===== src/rtl/pr_noc_pkg.sv =====
// rtl/pr_noc_pkg.sv - shared widths, FSM states and response packing for the page hub
package pr_noc_pkg;
  localparam int NODES_DEF = 4;
  localparam int PPN_DEF   = 16;
  localparam int DATA_W    = 16;
  localparam int PAGE_W    = $clog2(NODES_DEF * PPN_DEF);
  localparam int NODE_W    = $clog2(NODES_DEF);

  typedef enum logic [1:0] {IDLE, QUERY, WAIT, RESP} state_e;

  function automatic logic [DATA_W+PAGE_W-1:0] pack_resp(input logic [DATA_W-1:0] data,
                                                         input logic [PAGE_W-1:0] page);
    return {data, page};
  endfunction
endpackage


===== src/rtl/pr_rr_arbiter.sv =====
// rtl/pr_rr_arbiter.sv - round-robin grant: first requester at or after the pointer, wrapping
module pr_rr_arbiter #(
  parameter int NODES  = 4,
  parameter int NODE_W = 2
) (
  input  logic [NODES-1:0]  i_req,
  input  logic [NODE_W-1:0] i_ptr,
  output logic [NODES-1:0]  o_grant,
  output logic [NODE_W-1:0] o_idx
);
  logic              w_found;
  logic [NODE_W-1:0] w_j;

  always_comb begin
    o_grant = '0;
    o_idx   = '0;
    w_found = 1'b0;
    w_j     = '0;
    for (int k = 0; k < NODES; k++) begin
      w_j = NODE_W'((int'(i_ptr) + k) % NODES);
      if (!w_found && i_req[w_j]) begin
        w_found    = 1'b1;
        o_grant[w_j] = 1'b1;
        o_idx      = w_j;
      end
    end
  end
endmodule


===== src/rtl/pr_page_hub.sv =====
// rtl/pr_page_hub.sv - page-value hub: per-node request FIFOs, round-robin pick, query/reply FSM
module pr_page_hub
  import pr_noc_pkg::*;
#(
  parameter int NODES   = NODES_DEF,
  parameter int PPN     = PPN_DEF,
  parameter int WIDTH   = DATA_W,
  parameter int FIFO_D  = 2,
  parameter int TIMEOUT = 15
) (
  input  logic                     i_clk,
  input  logic                     i_reset,
  input  logic [NODES-1:0]         i_req_valid,
  input  logic [NODES*PAGE_W-1:0]  i_req_page,
  output logic [NODES-1:0]         o_req_ready,
  output logic [NODES-1:0]         o_query_valid,
  output logic [PAGE_W-1:0]        o_query,
  input  logic [NODES-1:0]         i_reply_valid,
  input  logic [NODES*WIDTH-1:0]   i_reply,
  output logic [NODES-1:0]         o_resp_valid,
  output logic [WIDTH+PAGE_W-1:0]  o_response,
  output logic                     o_resp_err
);
  localparam int AW    = $clog2(FIFO_D);
  localparam int PPN_W = $clog2(PPN);
  localparam int TMR_W = $clog2(TIMEOUT + 1);
  localparam logic [AW:0] CNT_FULL = (AW+1)'(FIFO_D);

  state_e                  r_state;
  logic [NODE_W-1:0]       r_ptr, r_src, w_gidx, w_ptr_nxt, w_head_owner, w_owner;
  logic [PAGE_W-1:0]       r_pg, w_head_pg, r_query;
  logic [TMR_W-1:0]        r_timer, w_tmr_nxt;
  logic [NODES-1:0]        w_nonempty, w_grant, w_pop, r_query_valid, r_resp_valid;
  logic [WIDTH+PAGE_W-1:0] r_response;
  logic                    r_resp_err;
  logic [PAGE_W-1:0]       w_head  [NODES];
  logic [WIDTH-1:0]        w_reply [NODES];

  for (genvar n = 0; n < NODES; n++) begin : g_fifo
    logic [PAGE_W-1:0] r_mem [FIFO_D];
    logic [AW-1:0]     r_wr, r_rd;
    logic [AW:0]       r_cnt, w_cnt_nxt;
    logic              r_ready, w_push;

    assign w_push    = i_req_valid[n] & r_ready;
    assign w_cnt_nxt = r_cnt + {{AW{1'b0}}, w_push} - {{AW{1'b0}}, w_pop[n]};

    // ready is registered from the next count so it reopens the cycle after a pop
    always_ff @(posedge i_clk or negedge i_reset) begin
      if (!i_reset) begin
        r_wr    <= '0;
        r_rd    <= '0;
        r_cnt   <= '0;
        r_ready <= 1'b1;
      end else begin
        if (w_push)   r_wr <= r_wr + 1'b1;
        if (w_pop[n]) r_rd <= r_rd + 1'b1;
        r_cnt   <= w_cnt_nxt;
        r_ready <= (w_cnt_nxt != CNT_FULL);
      end
    end

    always_ff @(posedge i_clk) begin
      if (w_push) r_mem[r_wr] <= i_req_page[n*PAGE_W +: PAGE_W];
    end

    assign w_nonempty[n]  = (r_cnt != '0);
    assign w_head[n]      = r_mem[r_rd];
    assign w_reply[n]     = i_reply[n*WIDTH +: WIDTH];
    assign o_req_ready[n] = r_ready;
  end

  pr_rr_arbiter #(.NODES(NODES), .NODE_W(NODE_W)) u_arb (
    .i_req   (w_nonempty),
    .i_ptr   (r_ptr),
    .o_grant (w_grant),
    .o_idx   (w_gidx)
  );

  assign w_pop        = (r_state == IDLE) ? w_grant : '0;
  assign w_head_pg    = w_head[w_gidx];
  assign w_head_owner = w_head_pg[PPN_W +: NODE_W];
  assign w_owner      = r_pg[PPN_W +: NODE_W];
  assign w_ptr_nxt    = (w_gidx == NODE_W'(NODES - 1)) ? '0 : w_gidx + 1'b1;
  assign w_tmr_nxt    = r_timer + 1'b1;

  always_ff @(posedge i_clk or negedge i_reset) begin
    if (!i_reset) begin
      r_state       <= IDLE;
      r_ptr         <= '0;
      r_src         <= '0;
      r_pg          <= '0;
      r_timer       <= '0;
      r_query_valid <= '0;
      r_query       <= '0;
      r_resp_valid  <= '0;
      r_response    <= '0;
      r_resp_err    <= 1'b0;
    end else begin
      r_query_valid <= '0;
      r_resp_valid  <= '0;
      r_resp_err    <= 1'b0;
      case (r_state)
        IDLE: if (|w_nonempty) begin
          r_src         <= w_gidx;
          r_pg          <= w_head_pg;
          r_ptr         <= w_ptr_nxt;
          r_query_valid <= NODES'(1) << w_head_owner;
          r_query       <= w_head_pg;
          r_state       <= QUERY;
        end
        QUERY: begin
          r_timer <= '0;
          r_state <= WAIT;
        end
        WAIT: begin
          r_timer <= w_tmr_nxt;
          // only the owner's reply_valid bit counts; a reply on the last cycle beats the timeout
          if (i_reply_valid[w_owner] || (w_tmr_nxt == TMR_W'(TIMEOUT))) begin
            r_resp_valid <= NODES'(1) << r_src;
            r_resp_err   <= !i_reply_valid[w_owner];
            r_response   <= pack_resp(i_reply_valid[w_owner] ? w_reply[w_owner] : '0, r_pg);
            r_state      <= RESP;
          end
        end
        RESP:    r_state <= IDLE;
        default: r_state <= IDLE;
      endcase
    end
  end

  assign o_query_valid = r_query_valid;
  assign o_query       = r_query;
  assign o_resp_valid  = r_resp_valid;
  assign o_response    = r_response;
  assign o_resp_err    = r_resp_err;
endmodule


===== config.mk =====
export PLATFORM = sky130hd
export DESIGN_NAME = pr_page_hub
export DESIGN_NICKNAME = d
export VERILOG_FILES = /design/src/rtl/pr_noc_pkg.sv /design/src/rtl/pr_rr_arbiter.sv /design/src/rtl/pr_page_hub.sv
export SDC_FILE = /design/constraint.sdc
export NUM_CORES = 1
export LEC_CHECK = 0
export ABC_AREA = 1
export BUFFER_PORTS_ARGS = -buffer_cell sky130_fd_sc_hd__buf_4
export CORE_MARGIN = 5
export CORE_UTILIZATION = 50
export DETAILED_ROUTE_END_ITERATION = 7
export GPL_TIMING_DRIVEN = 0
export PLACE_DENSITY = 0.79
export SLEW_MARGIN = 25
export SYNTH_ARGS = -nofsm -noshare
export SYNTH_HDL_FRONTEND = slang
export SYNTH_SLANG_ARGS = --single-unit

===== constraint.sdc =====
create_clock -name i_clk -period 3.6 [get_ports i_clk]
set_clock_uncertainty 0.15 [all_clocks]
set_input_delay 0.18 -clock i_clk [delete_from_list [all_inputs] [get_ports i_clk]]
set_output_delay 0.18 -clock i_clk [all_outputs]
set_load 0.02 [all_outputs]

==> impl_metrics.ini, run 1 <==
[clock_tree]
clkSinkCount = 115
post_cts_buffers = 0
clk_latency_ns = 0.41
cts_tree = built
cts-resized-gates = 0
clkSlewWorstSetupHoldPaths_ns = 0.06
clock-root-buffer = clkbuf_16
h-tree-depth = 4
cts.path.max_buffers = 2
cts_made_buffers = 17

[die]
start_util_pct = 50.3
dieArea_um2 = 13600
rows = 39
io_pins = 139
die_w_um = 117
die_y_um = 117
core_area_um2 = 11300

[sta]
slew_viol_final = 0
setup_viol = 0
slew-limit-headroom_pct = 42.7
worst_pin_slew_ns = 0.859
hold_viol_final = 0
period_share_pct = 92.1
rsz0062_at_grt = false
tns_ns = 0
fmax_mhz = 302
period_minus_slack_ns = 3.31

[detailed_routing]
drt-wirelength-per-cell_um = 16.8
drc = 0
vias = 4724
ant_nets = 0
routed_wl_mm = 15.1
drtIter0Drc = 309
vias_per_cell = 5.24
first_pass_iters = 5

[critical_path]
crit_path_max_fanout = 8
worstPathRequired_ns = 3.77
cpPeakStageDelay_ns = 0.55
cp_slowest_cell = dfrtp_1
crit_path_end_kind = flop
cp_top_family = adder cells
r2r_slack_ns = 0.29
worstSetupPathType = reg2reg
crit_path_start_kind = flop
cp_num_buf_inv = 3
cp_cell_sequence = inv_1 -> ha_1 -> inv_1 -> nand3_2 -> nand2_4 -> nor2_8 -> and3_1 -> nand2_1 -> a21oi_2 -> ha_1 -> inv_1 -> ha_1 -> xnor2_1 -> nand2_1
worstPathArrival_ns = 3.49

[layout]
num_antenna_cells = 0
layout.nets = 863
syn_to_final_growth_pct = 37.1
final.fill_count = 786
drive_above_1_share_pct = 29.1
post-route-util_pct = 69.0

[power_and_ir_drop]
netSwitchingPower_mw = 3.23
internal-power_mw = 4.36
powerDensity_nw_per_um2 = 976
vdd_ir_drop_max_mv = 0.631
leakagePower_nw = 3.73
combPwrFrac_pct = 49.5
pwr-share-seq_pct = 27.8
p_clk_share_pct = 22.7
p_sw_share_pct = 42.6

[synth]
synthAdderAreaFrac_pct = 4.19
yosysTopAreaCellShare_pct = 27.8
async_reset_ff_share_pct = 58.3
synth_top_family_by_area = simple AND/OR/NAND/NOR gates
yosysWarnings = 0
synthCells = 562
synth_compound_area_share_pct = 8.33
netlist_area_um2 = 5680
ys_top_cells_by_area = dfrtp_1 (28%), edfxtp_1 (25%), nand2_1 (11%)
syn-num-nets = 679
ys_types = 40
ys_ff_latch = 115
synth_xor_area_share_pct = 2.78
synth_area_per_cell_um2 = 10.1
synth.largest_area_cell = dfrtp_1
synthSimpleGateAreaFrac_pct = 20.6
synth_edf_count = 48
yosysSeqAreaShare_pct = 55.0
synth_ff_type = dfrtp_1
synth_mux_area_share_pct = 4.12

[placement]
routabilityCongestion = 0.926
dp_hpwl_mm = 10.9
portBuffers = 138

[job]
maxCapViolCount = 0

[grt]
antenna_found_initial = 0
overflow = 0
grt_usage_pct = 22.2
grt_pass1_wl_mm = 23.2
grt_pass1_vias = 4828
grt_max_degree = 68

[hold_path]
hold_path_class = in2reg

[outcome]
status = complete, no violations
-- cell usage after synthesis (all sizes together), types with 3 or more instances --
cell and instances:
dfstp 4, dfrtp 63, xor2 9, mux2 3
buf 13, nand3 42, mux2i 20, xnor2 9
o21ai 27, nand2 182, nor2 17, nor3 5
edfxtp 48, nand4 3, a21oi 25, a32o 16
clkbuf 13, ha 19, inv 37
-- stage by stage --
| step | setup slack [ns] | total power [mW] | std cells | instance area, µm² | hold slack (ns) |
|---|---|---|---|---|---|
| detailed placement | 0.360 | 5.80 | 843 | 6890 | 0.195 |
| floorplan | 0.903 | 4.74 | 562 | 5680 | -0.266 |
| finish | 0.285 | 7.59 | 902 | 7780 | 0.0197 |
| global route | 0.107 | 8.10 | 902 | 7780 | 0.0298 |
| CTS | 0.324 | 7.59 | 902 | 7780 | 0.00511 |
| global placement | 0.514 | 5.66 | 843 | 6890 | 0.174 |
-- cell type report --
class                   instances  area, µm²  share of cell area (%)
clock buffers                  20        478                    6.14
repair buffers                165       1310                    16.8
clock inverters                12        141                    1.82
plain buffers                  26        135                    1.74
multi-input cells             384       2270                    29.2
inverters                      37        144                    1.85
flip-flops and latches        115       3120                    40.1
well taps                     143        179                    2.30
-- power groups by stage --
stage	Clock [mW]	Combinational, mW	Sequential [mW]
after floorplan	0	2.48	2.25
after global placement	0	3.55	2.11
after detailed placement	0	3.68	2.13
after CTS	1.74	3.74	2.11
after global routing	1.81	4.14	2.16
final	1.73	3.76	2.11
-- metal layers --
layer  share of wire (%)  vias up  GRT usage (%)
met5                   0        -              0
met4                 2.2        0           9.10
met3                 7.9       34           4.51
met2                  51      212           40.1
met1                  39     2205           25.6
li1                    -     2273              -
-- flip-flops by register name, indices dropped and copies added, names as in the netlist --
name and count:
g_fifo.r_cnt 8, g_fifo.r_mem 48, g_fifo.r_rd 4, g_fifo.r_ready 4, g_fifo.r_wr 4, o_query 6, o_query_valid 4, o_resp_err 1
o_resp_valid 4, o_response 22, r_ptr 2, r_src 2, r_state 2, r_timer 4
-- path summary, 6_finish.rpt --
check	from	endpoint	cells past startpoint
min	i_reply[40]	o_response[14]	4
max	r_ptr[1]	g_fifo[2].r_ready	14
min in group asynchronous	i_reset	o_response[16]	2
max reg2reg	r_ptr[1]	g_fifo[2].r_ready	14
min reg2reg	r_src[1]	o_resp_valid[0]	1
max in group asynchronous	i_reset	g_fifo[0].r_wr	2
-- kinds of logic after synthesis --
group | Yosys count
buffers and inverters | 63
AND/OR/NAND/NOR | 251
flip-flops | 115
adder cells (fa/ha/maj) | 19
XOR/XNOR | 18
AO/OA/AOI/OAI | 73
multiplexers | 23
-- layout by cell type, fill, tap and decap left out, drive strengths merged, types with 16 or more instances in the layout --
cell type / Yosys / layout
clkbuf: 13 / 33
dlygate4sd3: 0 / 27
nand3: 42 / 42
ha: 19 / 19
o21ai: 27 / 27
inv: 37 / 41
a32o: 16 / 16
edfxtp: 48 / 48
nand2: 182 / 182
mux2i: 20 / 20
a21oi: 25 / 25
dfrtp: 63 / 63
buf: 13 / 151
nor2: 17 / 17
-- worst register-to-register path: stages, from the launching register on --
cell     delay (ns)
dfrtp_1        0.55
inv_1          0.27
ha_1           0.48
inv_1          0.13
nand3_2        0.11
nand2_4        0.10
nor2_8         0.13
and3_1         0.25
nand2_1        0.09
a21oi_2        0.21
ha_1           0.18
inv_1          0.04
ha_1           0.19
xnor2_1        0.28
nand2_1        0.08
-- repair_timing --
| action | 4_1_cts | 5_1_grt |
|---|---|---|
| hold endpoints to repair | 113 | 0 |
| setup endpoints to repair | 0 | 0 |
| hold buffers | 27 | 0 |
(Power assumes the default switching activity.)
==> run 2: changes to the inputs <==
- ABC_AREA: 1 -> default
- CORE_ASPECT_RATIO: default -> 2
==> impl_metrics.ini, run 2 <==
[sta]
period_share_pct = 97.0
holdWs_ns = 0.103
setup_viol = 0
worst_pin_slew_ns = 0.901
slew_viol_final = 0
fmax_mhz = 286
hold_viol_final = 0
period_minus_slack_ns = 3.49
slew-limit-headroom_pct = 39.9

[placement]
placed_area_um2 = 6970
portBuffers = 138
routabilityCongestion = 0.891
dp_hpwl_mm = 11.1

[layout]
final.fill_count = 784
layout.nets = 721
drive_above_1_share_pct = 40.0
regMostFlops = g_fifo.r_mem
layout_common_cells = buf_4 (150), dfrtp_1 (61), edfxtp_1 (48), mux2i_1 (36), dlygate4sd3_1 (29)
layout_commonest_cell = buf_4
syn_to_final_growth_pct = 37.8
num_antenna_cells = 0
largest_reg_flops = 48
seqCellArea_um2 = 3130
design_area_um2 = 7930
multi_input_area_um2 = 2410

[die]
core_area_um2 = 11300
die_y_um = 162
io_pins = 139
rows = 55
dieArea_um2 = 13900
die_w_um = 85.8
start_util_pct = 51.0

[detailed_routing]
first_pass_iters = 4
drt-wirelength-per-cell_um = 19.8
vias_per_cell = 5.65
ant_nets = 0
drc = 0
vias = 4285
routed_wl_mm = 15.0
drtIter0Drc = 166

[power_and_ir_drop]
netSwitchingPower_mw = 2.93
p_sw_share_pct = 38.5
vdd_ir_drop_max_mv = 0.602
p_clk_share_pct = 22.1
combPwrFrac_pct = 49.3
pwr-share-seq_pct = 28.6
powerDensity_nw_per_um2 = 960
leakagePower_nw = 3.44
internal-power_mw = 4.68

[clock_tree]
clkSlewWorstSetupHoldPaths_ns = 0.06
clock-root-buffer = clkbuf_16
cts_made_buffers = 17
h-tree-depth = 4
clkSinkCount = 115
cts_tree = built
clk_latency_ns = 0.42
cts.path.max_buffers = 2

[synth]
synth_edf_count = 48
synthCells = 413
yosysSeqAreaShare_pct = 54.3
ys_top_cells_by_area = dfrtp_1 (27%), edfxtp_1 (25%), mux4_2 (7.0%)
synth_area_per_cell_um2 = 13.9
ys_ff_latch = 115
netlist_top_cells_count = dfrtp_1 (63), edfxtp_1 (48), mux2i_1 (36)
synth.most_common_cell = dfrtp_1
yosysWarnings = 0
synth.largest_area_cell = dfrtp_1
synth_ff_type = dfrtp_1
ys_types = 62
netlist_area_um2 = 5750
yosysTopAreaCellShare_pct = 27.4
async_reset_ff_share_pct = 58.3
syn-num-nets = 530

[critical_path]
cp_cell_sequence = buf_6 -> clkinvlp_4 -> ha_4 -> or3b_2 -> o32ai_2 -> a31oi_2 -> a21boi_1 -> o21a_1 -> ha_1 -> inv_1 -> ha_1 -> xnor2_1 -> xnor2_1 -> nand2b_1
crit_path_start_kind = flop
worstPathArrival_ns = 3.67
crit_path_end_kind = flop
worstSetupPathType = reg2reg
cp_slowest_cell = or3b_2
worstPathRequired_ns = 3.78
crit_path_max_fanout = 9
cpPeakStageDelay_ns = 0.49

[grt]
grt_max_degree = 68
grt_usage_pct = 22.3
overflow = 0
grt_pass1_vias = 4676
antenna_found_initial = 0
grt_pass1_wl_mm = 23.3

[outcome]
status = complete, no violations

[hold_path]
hold_path_class = in2reg

[job]
maxCapViolCount = 0
[run 2: cell types whose count changed in the layout (fill, tap and decap cells not counted), moves of 8 or more]
cell,previous run,this run
nand2_1,165,11
mux2_2,3,12
o21ai_0,26,7
nand2_2,10,0
inv_1,33,12
mux2i_1,20,36
a221o_1,0,8
a21oi_1,22,3
nand3_1,36,6
mux4_2,0,18
[run 2: cell type report]
cell class	instances	area share, %
flip-flops and latches	115	39.4
multi-input cells	253	30.4
repair buffers	172	17.2
clock buffers	17	5.37
plain buffers	31	2.45
well taps	142	2.24
clock inverters	15	2.15
inverters	14	0.758
[run 2: cell families after synthesis]
family	after synthesis	synth area share [%]
DFF	115	54.3
and+or+nand+nor	77	7.81
AOI/OAI and AO/OA	72	10.7
muxes	68	16.2
buffers and inverters	45	4.26
adders and majority gates	19	4.13
xor gates and xnor gates	17	2.59
[run 2: power by group through the flow]
stage / Clock (mW) / Sequential (mW) / Combinational (mW)
final: 1.68 / 2.18 / 3.75
after CTS: 1.70 / 2.17 / 3.70
after detailed placement: 0 / 2.18 / 3.62
after floorplan: 0 / 2.33 / 2.40
after global routing: 1.77 / 2.23 / 4.03
after global placement: 0 / 2.16 / 3.49
[run 2: what timing repair did]
item / in CTS / in global routing
hold buffers: 29 / 0
endpoints found under the hold margin: 115 / 0
buffers inserted: 0 / 5
pin swaps: 0 / 2
gates resized for setup: 9 / 7
setup endpoints to repair: 10 / 8
[run 2: worst paths after layout]
check	endpoint	start	slack, ns	cells past startpoint
hold / removal	o_response[11]	i_reply[37]	0.10	3
min in group asynchronous	g_fifo[1].r_cnt[1]	i_reset	0.28	2
max in group asynchronous	r_ptr[1]	i_reset	2.42	2
setup reg to reg	g_fifo[3].r_ready	r_ptr[1]	0.11	14
setup / recovery	g_fifo[3].r_ready	r_ptr[1]	0.11	14
hold reg to reg	o_response[10]	o_response[10]	0.34	1
[run 2: layer usage]
metal	wire length (µm)	part of all wire [%]	global-route usage (%)
met1	4670	31	20.1
met2	8450	56	42.0
met3	936	6.2	4.92
met4	977	6.5	16.0
met5	0	0	0
[run 2: worst max-delay path, delay by kind of cell (launching register included)]
kind                       cells  cell delay, ns
xor gates and xnor gates       2            0.33
buffers and inverters          3            0.34
DFF                            1            0.42
AOI/OAI and AO/OA              4            0.80
adders and majority gates      3            0.73
and+or+nand+nor                2            0.61
[run 2: through the flow]
step | utilization [%] | worst slack, ns | total power, mW | cells | setup TNS (ns)
after floorplan | - | 0.355 | 4.72 | 413 | 0
after global placement | 61.7 | -0.141 | 5.65 | 693 | -0.489
after detailed placement | 61.7 | -0.206 | 5.81 | 693 | -0.936
after CTS | 69.7 | 0.0119 | 7.57 | 754 | 0
after global routing | 70.2 | -0.0332 | 8.03 | 759 | -0.0544
final | 70.2 | 0.109 | 7.61 | 759 | 0
